## src/rtl/relu_requant_pipe.sv

```systemverilog
// relu_requant_pipe: two-stage per-channel ReLU, round, shift and saturate requantizer
module relu_requant_pipe #(
    parameter int CH    = 4,
    parameter int IN_W  = 32,
    parameter int OUT_W = 8,
    parameter int SH_W  = 5,
    parameter int CNT_W = 16
) (
    input  logic                  clk,
    input  logic                  rst_n,
    input  logic                  in_valid,
    output logic                  in_ready,
    input  logic [CH*IN_W-1:0]    in_data,
    input  logic [SH_W-1:0]       shift,
    input  logic                  relu_en,
    input  logic                  round_en,
    input  logic                  sat_en,
    output logic                  out_valid,
    input  logic                  out_ready,
    output logic [CH*OUT_W-1:0]   out_data,
    output logic [CH-1:0]         sat_flag,
    input  logic                  cnt_clr,
    output logic [CNT_W-1:0]      sat_cnt
);
    localparam logic signed [IN_W:0] ONE   = (IN_W+1)'(1);
    localparam logic signed [IN_W:0] MAX_V = (IN_W+1)'((1 << (OUT_W-1)) - 1);
    localparam logic signed [IN_W:0] MIN_V = -MAX_V - ONE;
    logic                  s1_v, s2_v, s1_relu, s1_sat;
    logic                  s2_ld, in_fire, out_fire;
    logic signed [IN_W:0]  rnd, lo_v;
    logic signed [IN_W:0]  ext  [CH];
    logic signed [IN_W:0]  s1_d [CH];
    logic signed [IN_W:0]  s1_q [CH];
    logic [CH-1:0]         hi, lw, s2_f;
    logic [CH*OUT_W-1:0]   s2_d;
    logic [CNT_W:0]        pop, cnt_sum;
    assign s2_ld     = !s2_v || out_ready;
    assign in_ready  = !s1_v || s2_ld;
    assign in_fire   = in_valid && in_ready;
    assign out_fire  = s2_v && out_ready;
    assign out_valid = s2_v;
    // one guard bit above IN_W keeps the rounding add from wrapping positive values negative
    assign rnd  = (round_en && shift != '0) ? ONE << (shift - SH_W'(1)) : '0;
    assign lo_v = s1_relu ? '0 : MIN_V;
    always_comb begin
        for (int k = 0; k < CH; k++) begin
            ext[k]  = (relu_en && in_data[k*IN_W + IN_W - 1]) ? '0
                    : {in_data[k*IN_W + IN_W - 1], in_data[k*IN_W +: IN_W]};
            s1_d[k] = (ext[k] + rnd) >>> shift;
        end
    end
    always_comb begin
        hi   = '0;
        lw   = '0;
        s2_f = '0;
        s2_d = '0;
        for (int k = 0; k < CH; k++) begin
            hi[k]   = s1_q[k] > MAX_V;
            lw[k]   = s1_q[k] < lo_v;
            s2_f[k] = s1_sat && (hi[k] || lw[k]);
            s2_d[k*OUT_W +: OUT_W] = (s1_sat && hi[k]) ? MAX_V[OUT_W-1:0]
                                   : (s1_sat && lw[k]) ? lo_v[OUT_W-1:0]
                                   : s1_q[k][OUT_W-1:0];
        end
    end
    always_comb begin
        pop = '0;
        for (int k = 0; k < CH; k++)
            pop = pop + (CNT_W+1)'(sat_flag[k]);
        cnt_sum = {1'b0, sat_cnt} + pop;
    end
    always_ff @(posedge clk) begin
        if (in_fire) begin
            s1_q    <= s1_d;
            s1_relu <= relu_en;
            s1_sat  <= sat_en;
        end
    end
    always_ff @(posedge clk) begin
        if (!rst_n) begin
            s1_v     <= 1'b0;
            s2_v     <= 1'b0;
            out_data <= '0;
            sat_flag <= '0;
            sat_cnt  <= '0;
        end else begin
            s1_v <= in_fire || (s1_v && !s2_ld);
            if (s2_ld)
                s2_v <= s1_v;
            if (s2_ld && s1_v) begin
                out_data <= s2_d;
                sat_flag <= s2_f;
            end
            sat_cnt <= cnt_clr ? '0 : !out_fire ? sat_cnt : cnt_sum[CNT_W] ? '1 : cnt_sum[CNT_W-1:0];
        end
    end
endmodule

```

## config.mk

```make
export PLATFORM = sky130hd
export DESIGN_NAME = relu_requant_pipe
export DESIGN_NICKNAME = d
export VERILOG_FILES = /design/src/rtl/relu_requant_pipe.sv
export SDC_FILE = /design/constraint.sdc
export NUM_CORES = 1
export LEC_CHECK = 0
export ABC_AREA = 1
export BUFFER_PORTS_ARGS = -buffer_cell sky130_fd_sc_hd__buf_2
export CELL_PAD_IN_SITES_DETAIL_PLACEMENT = 1
export CELL_PAD_IN_SITES_GLOBAL_PLACEMENT = 2
export CORE_ASPECT_RATIO = 1.2
export CORE_MARGIN = 8
export CORE_UTILIZATION = 34
export CTS_BUF_LIST = sky130_fd_sc_hd__clkbuf_4
export CTS_CLUSTER_DIAMETER = 150
export CTS_CLUSTER_SIZE = 16
export DETAILED_ROUTE_END_ITERATION = 10
export PLACE_DENSITY_LB_ADDON = 0.1
export SYNTH_ARGS = -nofsm -noshare
export SYNTH_HDL_FRONTEND = slang
export SYNTH_SLANG_ARGS = --single-unit
```

## constraint.sdc

```tcl
create_clock -name clk -period 5.4 [get_ports clk]
set_clock_uncertainty 0.15 [all_clocks]
set_input_delay 0.54 -clock clk [delete_from_list [all_inputs] [get_ports clk]]
set_output_delay 0.54 -clock clk [all_outputs]
set_load 0.03 [all_outputs]
```

# Yosys cells after proc, flatten, opt, wreduce, memory -nomap -nowiden
# Cells that the tools add are included.
# word_totals
register_bits	188
in_bits	141
output_inout_bits	54
word_cells	82
# op_classes
addsub	9
n_lt_le_gt_ge	8
shifts	5
mux	15
bitwise	1
n_reduce_logical	33
# op_table
op	n
$mux W33	6
$add A33 B33 Y33	4
$gt A33 B8 Y1 const B	4
$lt A33 B33 Y1	4
$sshr A33 B5 Y33	4
$mux W8	8
$shl A1 B5 Y33 const A	1
$logic_and A1 B1 Y1	21
$add A16 B4 Y17	1
$mux W16	1
$logic_or A1 B1 Y1	7
$reduce_bool A5 Y1	1
$sub A5 B1 Y5 const B	1
$add A3 B1 Y4	1
$add A2 B1 Y3	1
$logic_not A1 Y1	3
$add A1 B1 Y2	1
$reduce_or A2 Y1	1
$not A1 Y1	1

# Longest topological paths before layout
# Gate-level depths: netlist of run 1.
# logic_depth
ltp_word	5
mapped_depth	30
depth_no_buf	28

# Worst setup path after synthesis of run 1
# Ideal clock, no wire load.
# synth_timing
kind	register -> register
start	reg s1_relu
end	reg out_data[23]
setup_time_ps	124
arrival_ps	4250
slack_ps	876
path_stages_with_launch	16
synth_period_minus_slack_ps	4524
cell_sequence	edfxtp_1 ha_1 o21ai_0 nand2_1 a21o_1 a21oi_1 o21ai_0 a21boi_0 o21ai_0 nand3_1 nand2_1 or2_2 nand3_1 nand2_1 o211ai_1 a21oi_1
# synth_via
elab_chain_cells	5
# synth_lines
item	line_no	source
start, declared	28	logic s1_v, s2_v, s1_relu, s1_sat;
start signal, assigned	75	s1_relu <= relu_en;
$mux W33 (*)	44	assign lo_v = s1_relu ? '0 : MIN_V;
$lt A33 B33 Y1	59	lw[k] = s1_q[k] < lo_v;
$logic_and A1 B1 Y1	62	: (s1_sat && lw[k]) ? lo_v[OUT_W-1:0]
$mux W8 (*)	62	
$mux W8 (*)	61	s2_d[k*OUT_W +: OUT_W] = (s1_sat && hi[k]) ? MAX_V[OUT_W-1:0]
end signal, assigned	83	out_data <= '0;
end signal, assigned	91	out_data <= s2_d;
end, declared	20	output logic [CH*OUT_W-1:0] out_data,
# Mark *: on every way between the ends. The rest lies on a longest branch, timed or not.
# A chain may end at the register's enable or synchronous reset.

==> results.env, run 1 <==
DETAIL_ROUTE.FIRST_PASS.ITERATIONS=5
POWER_LEAKAGE_nW=15.6
GP_CONGESTION=0.964
FINAL-SETUP-VIOL-COUNT=0
TIMING.FINAL.CRIT_SHARE=0.792
SLEW_VIOL_FINAL=0
SYNTH_CELLS=4555
REG2REG_FROM='s1_relu$_DFFE_PP_'
VIAS=30400
CTS_BUFFERS=17
CRITPATHARRIVALTIME_NS=4.61
DPL_WORST_SLACK_NS=0.492
YS_SEQ_AREA_FRAC=0.194
INITIAL_UTILIZATION=0.341
CRITICAL_PATH.ENDPOINT_TYPE='flip-flop'
YOSYSTOPAREACELL='nand2_1'
RRSETUPSLACK_NS=1.95
SYNTH_FF_TYPE='edfxtp_1'
FINAL.SETUP.WORST_SLACK_NS=1.12
CLK_LATENCY_NS=0.62
YOSYS_REGISTER_BITS=188
SYNTH_ENABLE_FLOP_CELLS=134
CTSRESIZECOUNT=0
CRIT_PATH_CELL_TRACE='buf_2, nand2_1, inv_1, nor2_1, ha_1, inv_1, nor3_2, inv_1, nor2_1, nand2_1, nand2_2, xor2_1, nand2_1, nand3_1, nand3_1, nand2_1, nand2_1, nand2_1, nand2_1, nand2_1'
CORE_UM2=77200
SYN_AREA_UM2=26400
CTS_TREE='done'
YOSYS.CELL_TYPES.COUNT=56
CTS_MAX_PATH_BUFFERS=2
SYNTH_COMMONEST_CELLS='nand2_1 (1426), nand3_1 (908), inv_1 (555), nor2_1 (357), a21oi_1 (226)'
WORST_SETUP_HOLD_PATH_CLK_SLEW_NS=0.18
CP_COMMON_CELL='nand2_1'
LAYOUT-DRIVE-GT1-SHARE=0.0848
GRT_PASS1_WL_UM=181000
POST-ROUTE-MIN-PERIOD_NS=4.28
WORST_SETUP_PATH_ENDPOINT='s1_q[104]$_DFFE_PP_'
WORST_PATH_LARGEST_CELL_DELAY_NS=0.73
GRT_PASS1_VIAS=30200
CRITICAL_PATH.MAX_FANOUT=24
GLOBALROUTETOTALUTIL=0.262
WORST-PATH-STAGES=20
CRITICAL-PATH-TOP-DELAY-FAMILY='simple AND/OR/NAND/NOR gates'
POWERDENSITY_nW_PER_UM2=157
FINAL_DESIGN_AREA_NO_FILL_UM2=28800
CRITPATHBUFINV=4
DPL_CELL_AREA_UM2=28400
OUTCOME='complete, no violations'
CORE.ROWCOUNT=112
MAX_CAP_VIOLATIONS=0
SYNTHESIS.AREA_PER_INSTANCE_UM2=5.79
POST_SYNTH_MAIN_AREA_CONTRIBUTORS='nand2_1 (20%), nand3_1 (17%), edfxtp_1 (15%)'
MAX_FREQ_MHz=234
POSTCTSSETUPREPAIRBUFS=0
TIMING.CRITICAL_PATH.FROM_TYPE='input port'
FINALHOLDVIOLATIONS=0
SYNTHMOSTINSTANTIATEDCELL='nand2_1'
GLOBALROUTE.TOTALOVERFLOW=0
DETAIL-ROUTE-ANTENNA-NETS=0
CLOCK-SINKS=188
ROOT_BUFFER='clkbuf_4'
AVGROUTEDWIREPERCELL_UM=20.5
MAX-VDD-IR-DROP_uV=134
RSZ0062_AT_GRT='false'
PROPORTION_OF_REGISTER_BITS_WITH_ASYNCHRONOUS_SET_OR_RESET_AFTER_SYNTHESIS=0
DIE_AREA_UM2=86700
FIN_SETUP_TNS_NS=0
PIN_COUNT_OF_THE_BIGGEST_NET_ENTERING_GLOBAL_ROUTING=124
NUMBER_OF_ANTENNA_VIOLATIONS_AT_THE_FIRST_CHECK_IN_GLOBAL_ROUTING=1
DESIGN.FINAL.NETS=5015
MAXSLEWHEADROOM=0.286
SYNTH_TOP_CELL_AREA_SHARE=0.203
TIMING.REG2REG.WORST_PATH_DEPTH=14
DIE-WIDTH_UM=270
ROUTE.FINAL.WIRE_LENGTH_UM=117000
RR_ENDPOINT='out_data[31]$_SDFFE_PN0P_'
CRITPATHSLOWESTCELL='inv_1'
WORSTSETUPPATHTYPE='in -> reg'
REMAINING_DRC_ERRORS=0
MAX_SLEW.WORST_PIN.SLEW_NS=1.07
DIE_HEIGHT_UM=321
FLOW.AREA_GROWTH_FROM_SYNTHESIS_PCT=9.08
SYNTH-WARNING-COUNT=0
HOLDCRITPATHCLASS='in -> reg'
SETUP.WORST_PATH.START='relu_en'
WORST-ENDPOINT-REQUIRED_NS=5.73
PLACE.PORT_BUFFERS=194
HTREE_NUM_LEVELS=4
POST-PLACE-CELLS=5675
DRT_ITER0_DRC=2149
FINAL_CELLS=5710
FLOORPLAN.IO_PINS=195
HPWL_UM=99000
POWER.TOTAL_mW=4.53
ROUTED_VIA_DENSITY=5.33
[sequential cells by signal, summed over array words and instances, names as in the netlist]
signal	flops
s1_q	132
s1_sat	1
out_valid	1
s1_v	1
out_data	32
sat_cnt	16
sat_flag	4
s1_relu	1
[timing repair]
item	CTS	global route
hold endpoints to repair	2	0
hold buffers	2	0
endpoints found under the setup margin	0	0
[cell usage in the layout, fill, tap and decap left out, types with 8 or more instances in the layout]
cell type | Yosys | routed
nand3_2 | 10 | 10
inv_1 | 555 | 552
dfxtp_1 | 54 | 54
nand2_2 | 35 | 35
buf_2 | 27 | 190
o21a_1 | 15 | 15
nor2_2 | 10 | 10
nand2_1 | 1426 | 1426
or2_2 | 9 | 9
buf_4 | 4 | 59
inv_2 | 13 | 10
edfxtp_1 | 134 | 134
nor2_4 | 8 | 8
nor4_1 | 27 | 26
nand3b_1 | 16 | 16
nor2_1 | 357 | 357
a21oi_1 | 226 | 226
nor3_1 | 43 | 43
nand3_1 | 908 | 908
xor2_1 | 38 | 38
o21ai_0 | 142 | 142
clkbuf_4 | 0 | 18
nand4_1 | 26 | 26
o211ai_1 | 18 | 18
a31oi_1 | 9 | 9
xnor2_1 | 13 | 13
o21ai_1 | 14 | 14
ha_1 | 201 | 201
o221ai_1 | 19 | 19
[metal layers]
layer | wire length, um | vias to the layer above | track usage
met5 | 0 | - | 0
met4 | 1690 | 0 | 0.0442
met3 | 4550 | 48 | 0.0225
met2 | 53400 | 618 | 0.433
met1 | 57500 | 14500 | 0.375
li1 | - | 15300 | -
[stage by stage]
step | hold WS (ns) | util
2_1_floorplan | 0.325 | -
3_3_place_gp | 0.300 | 0.368
3_5_place_dp | 0.305 | 0.368
4_1_cts | 0.0102 | 0.372
5_1_grt | 0.0497 | 0.372
6_report | 0.0639 | 0.372
[report_power, final]
part,switching (mW),internal (mW)
Combinational,1.31,0.579
Clock,0.548,0.300
Sequential,0.0888,1.70
[cell families after synthesis]
family | Yosys count | share of synthesized area
adders and majority gates | 204 | 0.0977
DFF | 188 | 0.194
xor gates and xnor gates | 51 | 0.0169
AOI/OAI and AO/OA | 478 | 0.101
and+or+nand+nor | 2900 | 0.482
buffers and inverters | 730 | 0.107
muxes | 3 | 0.00114
other | 1 | 0.000142
[area by class of cell]
type                            instances  area, um2
Multi-Input combinational cell       3640      18500
Fill cell                           10600      48500
Clock inverter                         14        181
Inverter                              571       2160
Antenna cell                            1       2.50
Clock buffer                           18        135
Timing Repair Buffer                  252       1430
Sequential cell                       188       5100
Tap cell                             1026       1280
[how the worst min path moves through the flow]
stage	start	to	slack (ns)	cells after the start
5_1_grt	out_ready	out_valid$_SDFFE_PN0P_	0.05	4
2_1_floorplan	s1_q[99]$_DFFE_PP_	out_data[0]$_SDFFE_PN0P_	0.33	2
6_report	out_ready	out_valid$_SDFFE_PN0P_	0.06	4
4_1_cts	out_ready	out_valid$_SDFFE_PN0P_	0.01	4
3_3_place_gp	out_data[31]$_SDFFE_PN0P_	out_data[31]$_SDFFE_PN0P_	0.30	2
3_5_place_dp	out_data[31]$_SDFFE_PN0P_	out_data[31]$_SDFFE_PN0P_	0.31	2
[tightest hold or removal path: cells and delay by family]
kind,cells,cell delay (ns)
buffers and inverters,2,0.14
AO/OA/AOI/OAI,1,0.06
AND/OR/NAND/NOR,1,0.08
Note: power is estimated with default switching activity, not from simulation.
==> run 2: changes to the inputs <==
==> constraint.sdc (replaced) <==
create_clock -name clk -period 4.02 [get_ports clk]
set_clock_uncertainty 0.15 [all_clocks]
set_input_delay 0.402 -clock clk [delete_from_list [all_inputs] [get_ports clk]]
set_output_delay 0.402 -clock clk [all_outputs]
set_load 0.03 [all_outputs]
==> results.env, run 2 (synthesis results as in run 1) <==
POWER.SHARE.CLOCK=0.160  # -0.027
HTREE_NUM_LEVELS=4  # unchanged
POWER.SWITCHING_FRACTION=0.415  # -0.0158
HOLD-WORST-SLACK_NS=0.111  # +0.0469 ns
MAX-VDD-IR-DROP_uV=121  # -10%
REG2REG_FROM='sat_flag[0]$_SDFFE_PN0P_'
RR_ENDPOINT='sat_cnt[9]$_SDFFE_PP0P_'
GRT_PASS1_WL_UM=188000  # +3.6%
POWER.SHARE.SEQUENTIAL=0.383  # -0.012
FLOORPLAN.IO_PINS=195  # unchanged
DESIGN.FINAL.NETS=5415  # +8.0%
PLACE.PORT_BUFFERS=194  # unchanged
CLK_LATENCY_NS=0.65  # +0.03 ns
GLOBALROUTETOTALUTIL=0.272  # +0.0101
REMAINING_DRC_ERRORS=0  # unchanged
DETAIL-ROUTE-ANTENNA-NETS=0  # unchanged
HIGHEST_COUNT_CELLS_IN_THE_LAYOUT_IGNORING_FILL_AND_TAPS='nand2_1 (1426), nand3_1 (904), inv_1 (552), buf_4 (434), nor2_1 (354)'
CORE_UM2=77200  # unchanged
CRITICAL_PATH.ENDPOINT_TYPE='flip-flop'
POWERDENSITY_nW_PER_UM2=196  # +24%
CORE.ROWCOUNT=112  # unchanged
DETAIL_ROUTE.FIRST_PASS.ITERATIONS=5  # unchanged
DPL_WORST_SLACK_NS=-0.716  # -1.21 ns
GLOBALROUTE.TOTALOVERFLOW=0  # unchanged
REGAREA_UM2=5100  # unchanged
FINAL.FILL_COUNT=10700  # +1.1%
MAX_CAP_VIOLATIONS=0  # unchanged
WORSTSETUPPATHTYPE='in -> reg'
CLOCK-SINKS=188  # unchanged
FINALHOLDVIOLATIONS=0  # unchanged
MULTI_INPUT_COMB_AREA_UM2=18500  # +0.32%
GRT_PASS1_VIAS=31800  # +5.3%
CTS_TREE='done'
POWER_LEAKAGE_nW=17.5  # +12%
GP_CONGESTION=0.944  # -2.1%
TIMING.FINAL.CRIT_SHARE=0.974
WORST_SETUP_HOLD_PATH_CLK_SLEW_NS=0.14  # -0.04 ns
DIE-WIDTH_UM=270  # unchanged
FIN_SETUP_TNS_NS=0  # unchanged
OUTCOME='complete, no violations'
AVGROUTEDWIREPERCELL_UM=20.0  # -2.5%
RRSETUPSLACK_NS=0.63  # -1.32 ns
MAX_FREQ_MHz=255
MAX_SLEW.WORST_PIN.SLEW_NS=1.03  # -0.0376 ns
ROUTED_VIA_DENSITY=5.22  # -1.9%
POWER.COMBINATIONAL.FRACTION=0.457  # +0.039
HOLD-PATH-ENDPOINT='out_data[2]$_SDFFE_PN0P_'
CTS_BUFFERS=25  # +8
HOLDCRITPATHCLASS='in -> reg'
POWER.NET_SWITCHING_mW=2.59  # +33%
HOLDCRITSTARTPOINT='rst_n'
NUMBER_OF_FLIP_FLOPS_UNDER_THE_LARGEST_REGISTER_NAME=132  # unchanged
FINAL_UTIL=0.413  # +0.0405
POST-ROUTE-MIN-PERIOD_NS=3.91
LAYOUT-DRIVE-GT1-SHARE=0.156  # +0.0715
LAYOUT.CELLS.MOST_COMMON='nand2_1'
FINAL.SETUP.WORST_SLACK_NS=0.106  # -1.02 ns
FINAL-SETUP-VIOL-COUNT=0  # unchanged
DIE_AREA_UM2=86700  # unchanged
DRT_ITER0_DRC=2176  # +1.3%
POWER.TOTAL_mW=6.24  # +38%
TIMING.REG2REG.WORST_PATH_DEPTH=11  # -3
HPWL_UM=104000  # +5.3%
BIGGESTREGSBYFLOPS='s1_q (132), out_data (32), sat_cnt (16)'
VIAS=31900  # +4.8%
SLEW_VIOL_FINAL=0  # unchanged
HOLD-PATH-CELL-COUNT=3  # -1
CTS_MAX_PATH_BUFFERS=3  # +1
FLOW.AREA_GROWTH_FROM_SYNTHESIS_PCT=20.9
CELLINTERNALPOWER_mW=3.65  # +42%
CRITPATHARRIVALTIME_NS=4.27  # -0.34 ns
INITIAL_UTILIZATION=0.341  # unchanged
REGISTER_NAME_WITH_THE_MOST_FLOPS='s1_q'
NUMBER_OF_ANTENNA_VIOLATIONS_AT_THE_FIRST_CHECK_IN_GLOBAL_ROUTING=1  # unchanged
ROOT_BUFFER='clkbuf_4'
DIE_HEIGHT_UM=321  # unchanged
ROUTE.FINAL.WIRE_LENGTH_UM=122000  # +4.3%
TIMING.CRITICAL_PATH.FROM_TYPE='input port'
WORST-ENDPOINT-REQUIRED_NS=4.38  # -1.35 ns
PIN_COUNT_OF_THE_BIGGEST_NET_ENTERING_GLOBAL_ROUTING=135  # +8.9%
CRITICAL_PATH.MAX_FANOUT=4  # -83%
RSZ0062_AT_GRT='false'
POSTCTSSETUPREPAIRBUFS=0  # unchanged
MAXSLEWHEADROOM=0.314  # +0.0277
## run 2: cell count changes in the layout (fill, tap and decap cells not counted), sizes merged
cell / before / now
clkinvlp: 1 / 4
clkbuf: 18 / 25
inv: 573 / 567
bufinv: 2 / 1
clkinv: 9 / 7
buf: 250 / 639
dlygate4sd3: 2 / 5
## run 2: cell type report
class                      instances  area share
tap                             1026      0.0403
sequential                       188       0.160
timing repair buffer             644       0.143
inverter                         571      0.0677
clock inverter                     8     0.00216
antenna                            1   0.0000785
clock buffer                      25     0.00589
multi-input combinational       3640       0.581
## run 2: worst max path at each step
| stage | slack, ns | cells after the start | end | start |
|---|---|---|---|---|
| final | 0.11 | 21 | s1_q[37]$_DFFE_PP_ | shift[1] |
| after global placement | -0.73 | 23 | s1_q[104]$_DFFE_PP_ | shift[1] |
| after floorplan | -0.35 | 15 | out_data[23]$_SDFFE_PN0P_ | s1_relu$_DFFE_PP_ |
| after global routing | 0.01 | 27 | s1_q[94]$_DFFE_PP_ | shift[3] |
| after CTS | 0.02 | 23 | s1_q[104]$_DFFE_PP_ | shift[1] |
| after detailed placement | -0.72 | 23 | s1_q[104]$_DFFE_PP_ | shift[1] |
## run 2: timing repair
item                       in CTS  in global routing
hold buffers                    5                  0
setup endpoints to repair       0                126
resized for setup               0                  5
hold endpoints to repair       10                  0
## run 2: power by group through the flow
stage | sequential [mW] | clock [mW] | combinational [mW]
after detailed placement | 2.44 | 0 | 2.84
after global placement | 2.43 | 0 | 2.78
after CTS | 2.39 | 1.05 | 2.85
after floorplan | 2.45 | 0 | 1.67
final | 2.39 | 0.997 | 2.86
after global routing | 2.41 | 1.11 | 3.18
## run 2: per-layer routing
layer,vias to the layer above,share of wire,wire length (um),track usage
met3,96,0.041,5050,0.0211
met5,-,0,0,0
met1,15000,0.49,59900,0.391
met2,694,0.45,54800,0.444
li1,16100,-,-,-
met4,0,0.019,2370,0.0567
## run 2: critical path, cell delays in order
cell and delay [ns]:
buf_4 0.14, nor2_4 0.16, nand2_4 0.07, nand2_4 0.07, nand3_4 0.06, nor2_1 0.63, ha_1 0.37, a21oi_1 0.22
inv_1 0.06, a21boi_1 0.14, nand2_1 0.13, xor2_1 0.16, buf_4 0.15, o21ai_0 0.59, o21ai_0 0.19, buf_4 0.19
o21ai_0 0.16, nand2_1 0.08, nand2_1 0.10, nand2_1 0.06, nand2_1 0.10
## run 2: metrics by stage
stage | cells | instance area (um2)
5_1_grt | 6103 | 31900
6_report | 6103 | 31900
3_3_place_gp | 6064 | 31600
3_5_place_dp | 6064 | 31600
2_1_floorplan | 4558 | 26400
4_1_cts | 6102 | 31900
==> run 3: changes to the inputs <==
--- a/config.mk
+++ b/config.mk
@@ -5,13 +5,12 @@
 export SDC_FILE = /design/constraint.sdc
 export NUM_CORES = 1
 export LEC_CHECK = 0
-export ABC_AREA = 1
 export BUFFER_PORTS_ARGS = -buffer_cell sky130_fd_sc_hd__buf_2
 export CELL_PAD_IN_SITES_DETAIL_PLACEMENT = 1
 export CELL_PAD_IN_SITES_GLOBAL_PLACEMENT = 2
 export CORE_ASPECT_RATIO = 1.2
 export CORE_MARGIN = 8
-export CORE_UTILIZATION = 34
+export CORE_UTILIZATION = 38
 export CTS_BUF_LIST = sky130_fd_sc_hd__clkbuf_4
 export CTS_CLUSTER_DIAMETER = 150
 export CTS_CLUSTER_SIZE = 16
==> results.env, run 3 <==
CLK_LATENCY_NS=0.64  # about the same
MAX_CAP_VIOLATIONS=2  # +2
RSZ0062_AT_GRT='true'
SYNTHMOSTINSTANTIATEDCELL='nand2_1'
SYNTH_FF_TYPE='edfxtp_1'
INITIAL_UTILIZATION=0.384  # +0.0421
PROPORTION_OF_REGISTER_BITS_WITH_ASYNCHRONOUS_SET_OR_RESET_AFTER_SYNTHESIS=0  # unchanged
VIAS=38300  # +20%
GLOBALROUTE.TOTALOVERFLOW=0  # unchanged
CTS_TREE='done'
NUMBER_OF_ANTENNA_VIOLATIONS_AT_THE_FIRST_CHECK_IN_GLOBAL_ROUTING=3  # +2
FINALHOLDVIOLATIONS=0  # unchanged
CORE_UM2=73600  # -4.6%
FINAL.SETUP.WORST_SLACK_NS=-0.457  # -0.563 ns
CRITICAL_PATH.ENDPOINT_TYPE='flip-flop'
HTREE_NUM_LEVELS=4  # unchanged
SLEW_VIOL_FINAL=0  # unchanged
LAYOUT-DRIVE-GT1-SHARE=0.453  # +0.297
FINAL-SETUP-VIOL-COUNT=122  # +122
WORST_SETUP_HOLD_PATH_CLK_SLEW_NS=0.16  # +0.02 ns
DIE_HEIGHT_UM=315  # -2.0%
CTS_MAX_PATH_BUFFERS=2  # -1
DESIGN.FINAL.NETS=5266  # -2.8%
TIMING.FINAL.CRIT_SHARE=1.11  # +0.140
NUMBER_OF_FLIP_FLOPS_UNDER_THE_LARGEST_REGISTER_NAME=132  # unchanged
SYN_AREA_UM2=28200  # +7.2%
MAX-VDD-IR-DROP_uV=171  # +42%
GP_CONGESTION=1.06  # +12%
POWERDENSITY_nW_PER_UM2=189  # -3.7%
CORE.ROWCOUNT=109  # -2.7%
YOSYS_REGISTER_BITS=188  # unchanged
CRITICAL_PATH.MAX_FANOUT=5  # +1
MAX_FREQ_MHz=223  # -13%
PLACE.PORT_BUFFERS=194  # unchanged
CTS_BUFFERS=17  # -32%
POST-ROUTE-MIN-PERIOD_NS=4.48  # +0.563 ns
ROUTED_VIA_DENSITY=6.52  # +25%
REGISTER_NAME_WITH_THE_MOST_FLOPS='s1_q'
DIE_AREA_UM2=83300  # -3.9%
SYNTH-WARNING-COUNT=0  # unchanged
TIMING.CRITICAL_PATH.FROM_TYPE='input port'
FAILED_CHECKS='capacitance limit, setup timing'
FIN_SETUP_TNS_NS=-27.55  # -27.55 ns
FINAL.FILL_COUNT=8633  # -20%
WORST-ENDPOINT-REQUIRED_NS=4.31  # -0.07 ns
SYNTH_TOP_CELL_AREA_SHARE=0.142  # -0.0606
GRT_PASS1_WL_UM=240000  # +28%
POST_SYNTH_MAIN_AREA_CONTRIBUTORS='edfxtp_1 (14%), ha_1 (8.9%), a21oi_1 (5.5%)'
HPWL_UM=131000  # +25%
SYNTH_CELLS=3699  # -19%
ROUTE.FINAL.WIRE_LENGTH_UM=171000  # +40%
YOSYS.CELL_TYPES.COUNT=104  # +86%
GRT_PASS1_VIAS=38900  # +22%
SYNTH_COMMONEST_CELLS='nand2_1 (335), a21oi_1 (310), nor2_1 (290), o21ai_0 (244), clkbuf_1 (216)'
WORSTSETUPPATHTYPE='in -> reg'
SYNTHESIS.AREA_PER_INSTANCE_UM2=7.64  # +32%
BIGGESTREGSBYFLOPS='s1_q (132), out_data (32), sat_cnt (16)'
DRT_ITER0_DRC=3588  # +65%
MAXSLEWHEADROOM=0.00315  # -0.311
HIGHEST_COUNT_CELLS_IN_THE_LAYOUT_IGNORING_FILL_AND_TAPS='buf_4 (1146), nand2_1 (294), nor2_1 (260), a21oi_1 (240), buf_2 (187)'
YOSYSTOPAREACELL='edfxtp_1'
DETAIL_ROUTE.FIRST_PASS.ITERATIONS=5  # unchanged
DETAIL-ROUTE-ANTENNA-NETS=0  # unchanged
AVGROUTEDWIREPERCELL_UM=29.1  # +45%
DIE-WIDTH_UM=265  # -2.0%
YS_SEQ_AREA_FRAC=0.181  # -0.0129
PIN_COUNT_OF_THE_BIGGEST_NET_ENTERING_GLOBAL_ROUTING=75  # -44%
SYNTH_ENABLE_FLOP_CELLS=134  # unchanged
CLOCK-SINKS=188  # unchanged
POWER_LEAKAGE_nW=19.4  # +11%
ROOT_BUFFER='clkbuf_4'
OUTCOME='finished, violations left'
MAX_SLEW.WORST_PIN.SLEW_NS=1.49  # +0.461 ns
REMAINING_DRC_ERRORS=0  # unchanged
FINAL_CELLS=5877  # -3.7%
POST-PLACE-CELLS=5705  # -5.9%
GLOBALROUTETOTALUTIL=0.368  # +0.0962
FLOORPLAN.IO_PINS=195  # unchanged
FLOW.AREA_GROWTH_FROM_SYNTHESIS_PCT=57.5
CRITPATHARRIVALTIME_NS=4.77  # +0.50 ns
LAYOUT.CELLS.MOST_COMMON='buf_4'
HOLDCRITPATHCLASS='in -> reg'
## run 3: timing repair
item                                   in CTS  in global routing
setup endpoints to repair                 126                128
gates resized for setup                   418                534
endpoints found under the hold margin       4                  0
hold buffers                                3                  0
pin swaps                                 136                213
buffers inserted                           60                 93
cloned                                      1                  1
## run 3: cell families (layout without fill, tap and decap cells)
| family | Yosys count | count (layout) | synth area share |
|---|---|---|---|
| compound gates | 1363 | 1363 | 0.329 |
| simple gates | 1263 | 1263 | 0.223 |
| buf+inv | 334 | 1565 | 0.0458 |
| fa+ha+maj | 211 | 211 | 0.0936 |
| mux | 203 | 203 | 0.0845 |
| flops | 188 | 188 | 0.181 |
| xor+xnor | 136 | 136 | 0.0430 |
| other cells | 1 | 5 | 0.000133 |
## run 3: path summary, 6_finish.rpt
| check | start | endpoint | slack [ns] | cells past startpoint |
|---|---|---|---|---|
| setup / recovery | shift[0] | s1_q[88]$_DFFE_PP_ | -0.46 | 20 |
| hold / removal | rst_n | out_valid$_SDFFE_PN0P_ | 0.08 | 2 |
| setup reg to reg | s1_relu$_DFFE_PP_ | out_data[0]$_SDFFE_PN0P_ | 0.45 | 14 |
| hold reg to reg | s1_q[70]$_DFFE_PP_ | out_data[12]$_SDFFE_PN0P_ | 0.36 | 2 |
## run 3: cell type report
class | count | area (um2) | share of cell area
Tap cell | 943 | 1180 | 0.0265
Multi-Input combinational cell | 3180 | 26300 | 0.590
Antenna cell | 1 | 2.50 | 0.0000563
Clock buffer | 19 | 143 | 0.00321
Timing Repair Buffer | 1469 | 11400 | 0.256
Sequential cell | 188 | 5100 | 0.115
Clock inverter | 12 | 140 | 0.00315
Inverter | 65 | 260 | 0.00585
## run 3: per-layer routing
metal | track usage | routed length [um]
met5 | 0 | 13
met1 | 0.453 | 66800
met4 | 0.240 | 13400
met3 | 0.0394 | 11400
met2 | 0.610 | 79300
## run 3: critical path, stage by stage
cell	delay [ns]
buf_6	0.13
buf_4	0.15
nand2b_4	0.09
buf_6	0.15
nor2_4	0.06
buf_6	0.14
ha_4	0.17
o211ai_1	0.46
a211oi_1	0.23
buf_4	0.19
buf_4	0.14
and4_2	0.21
or4b_4	0.63
a31oi_4	0.24
xor2_2	0.12
a222oi_1	0.35
a21boi_4	0.31
nand2_2	0.09
o21a_1	0.17
a221oi_2	0.33
## run 3: per-stage QoR
| stage | hold slack, ns | power (mW) | instance area [um2] | setup slack, ns | util |
|---|---|---|---|---|---|
| detailed placement | 0.339 | 6.39 | 38500 | -1.45 | 0.522 |
| CTS | 0.0430 | 7.76 | 41200 | -0.179 | 0.560 |
| floorplan | 0.303 | 4.47 | 28700 | -0.923 | - |
| global route | 0.0924 | 8.67 | 44500 | -0.537 | 0.604 |
| global placement | 0.314 | 6.22 | 38500 | -1.29 | 0.522 |
| finish | 0.0842 | 8.39 | 44500 | -0.457 | 0.604 |
## run 3: report_power, final
part / leakage, nW / internal [mW] / switching (mW)
clock network: 0.146 / 0.388 / 0.704
logic: 17.4 / 2.11 / 2.76
registers: 1.78 / 2.30 / 0.128
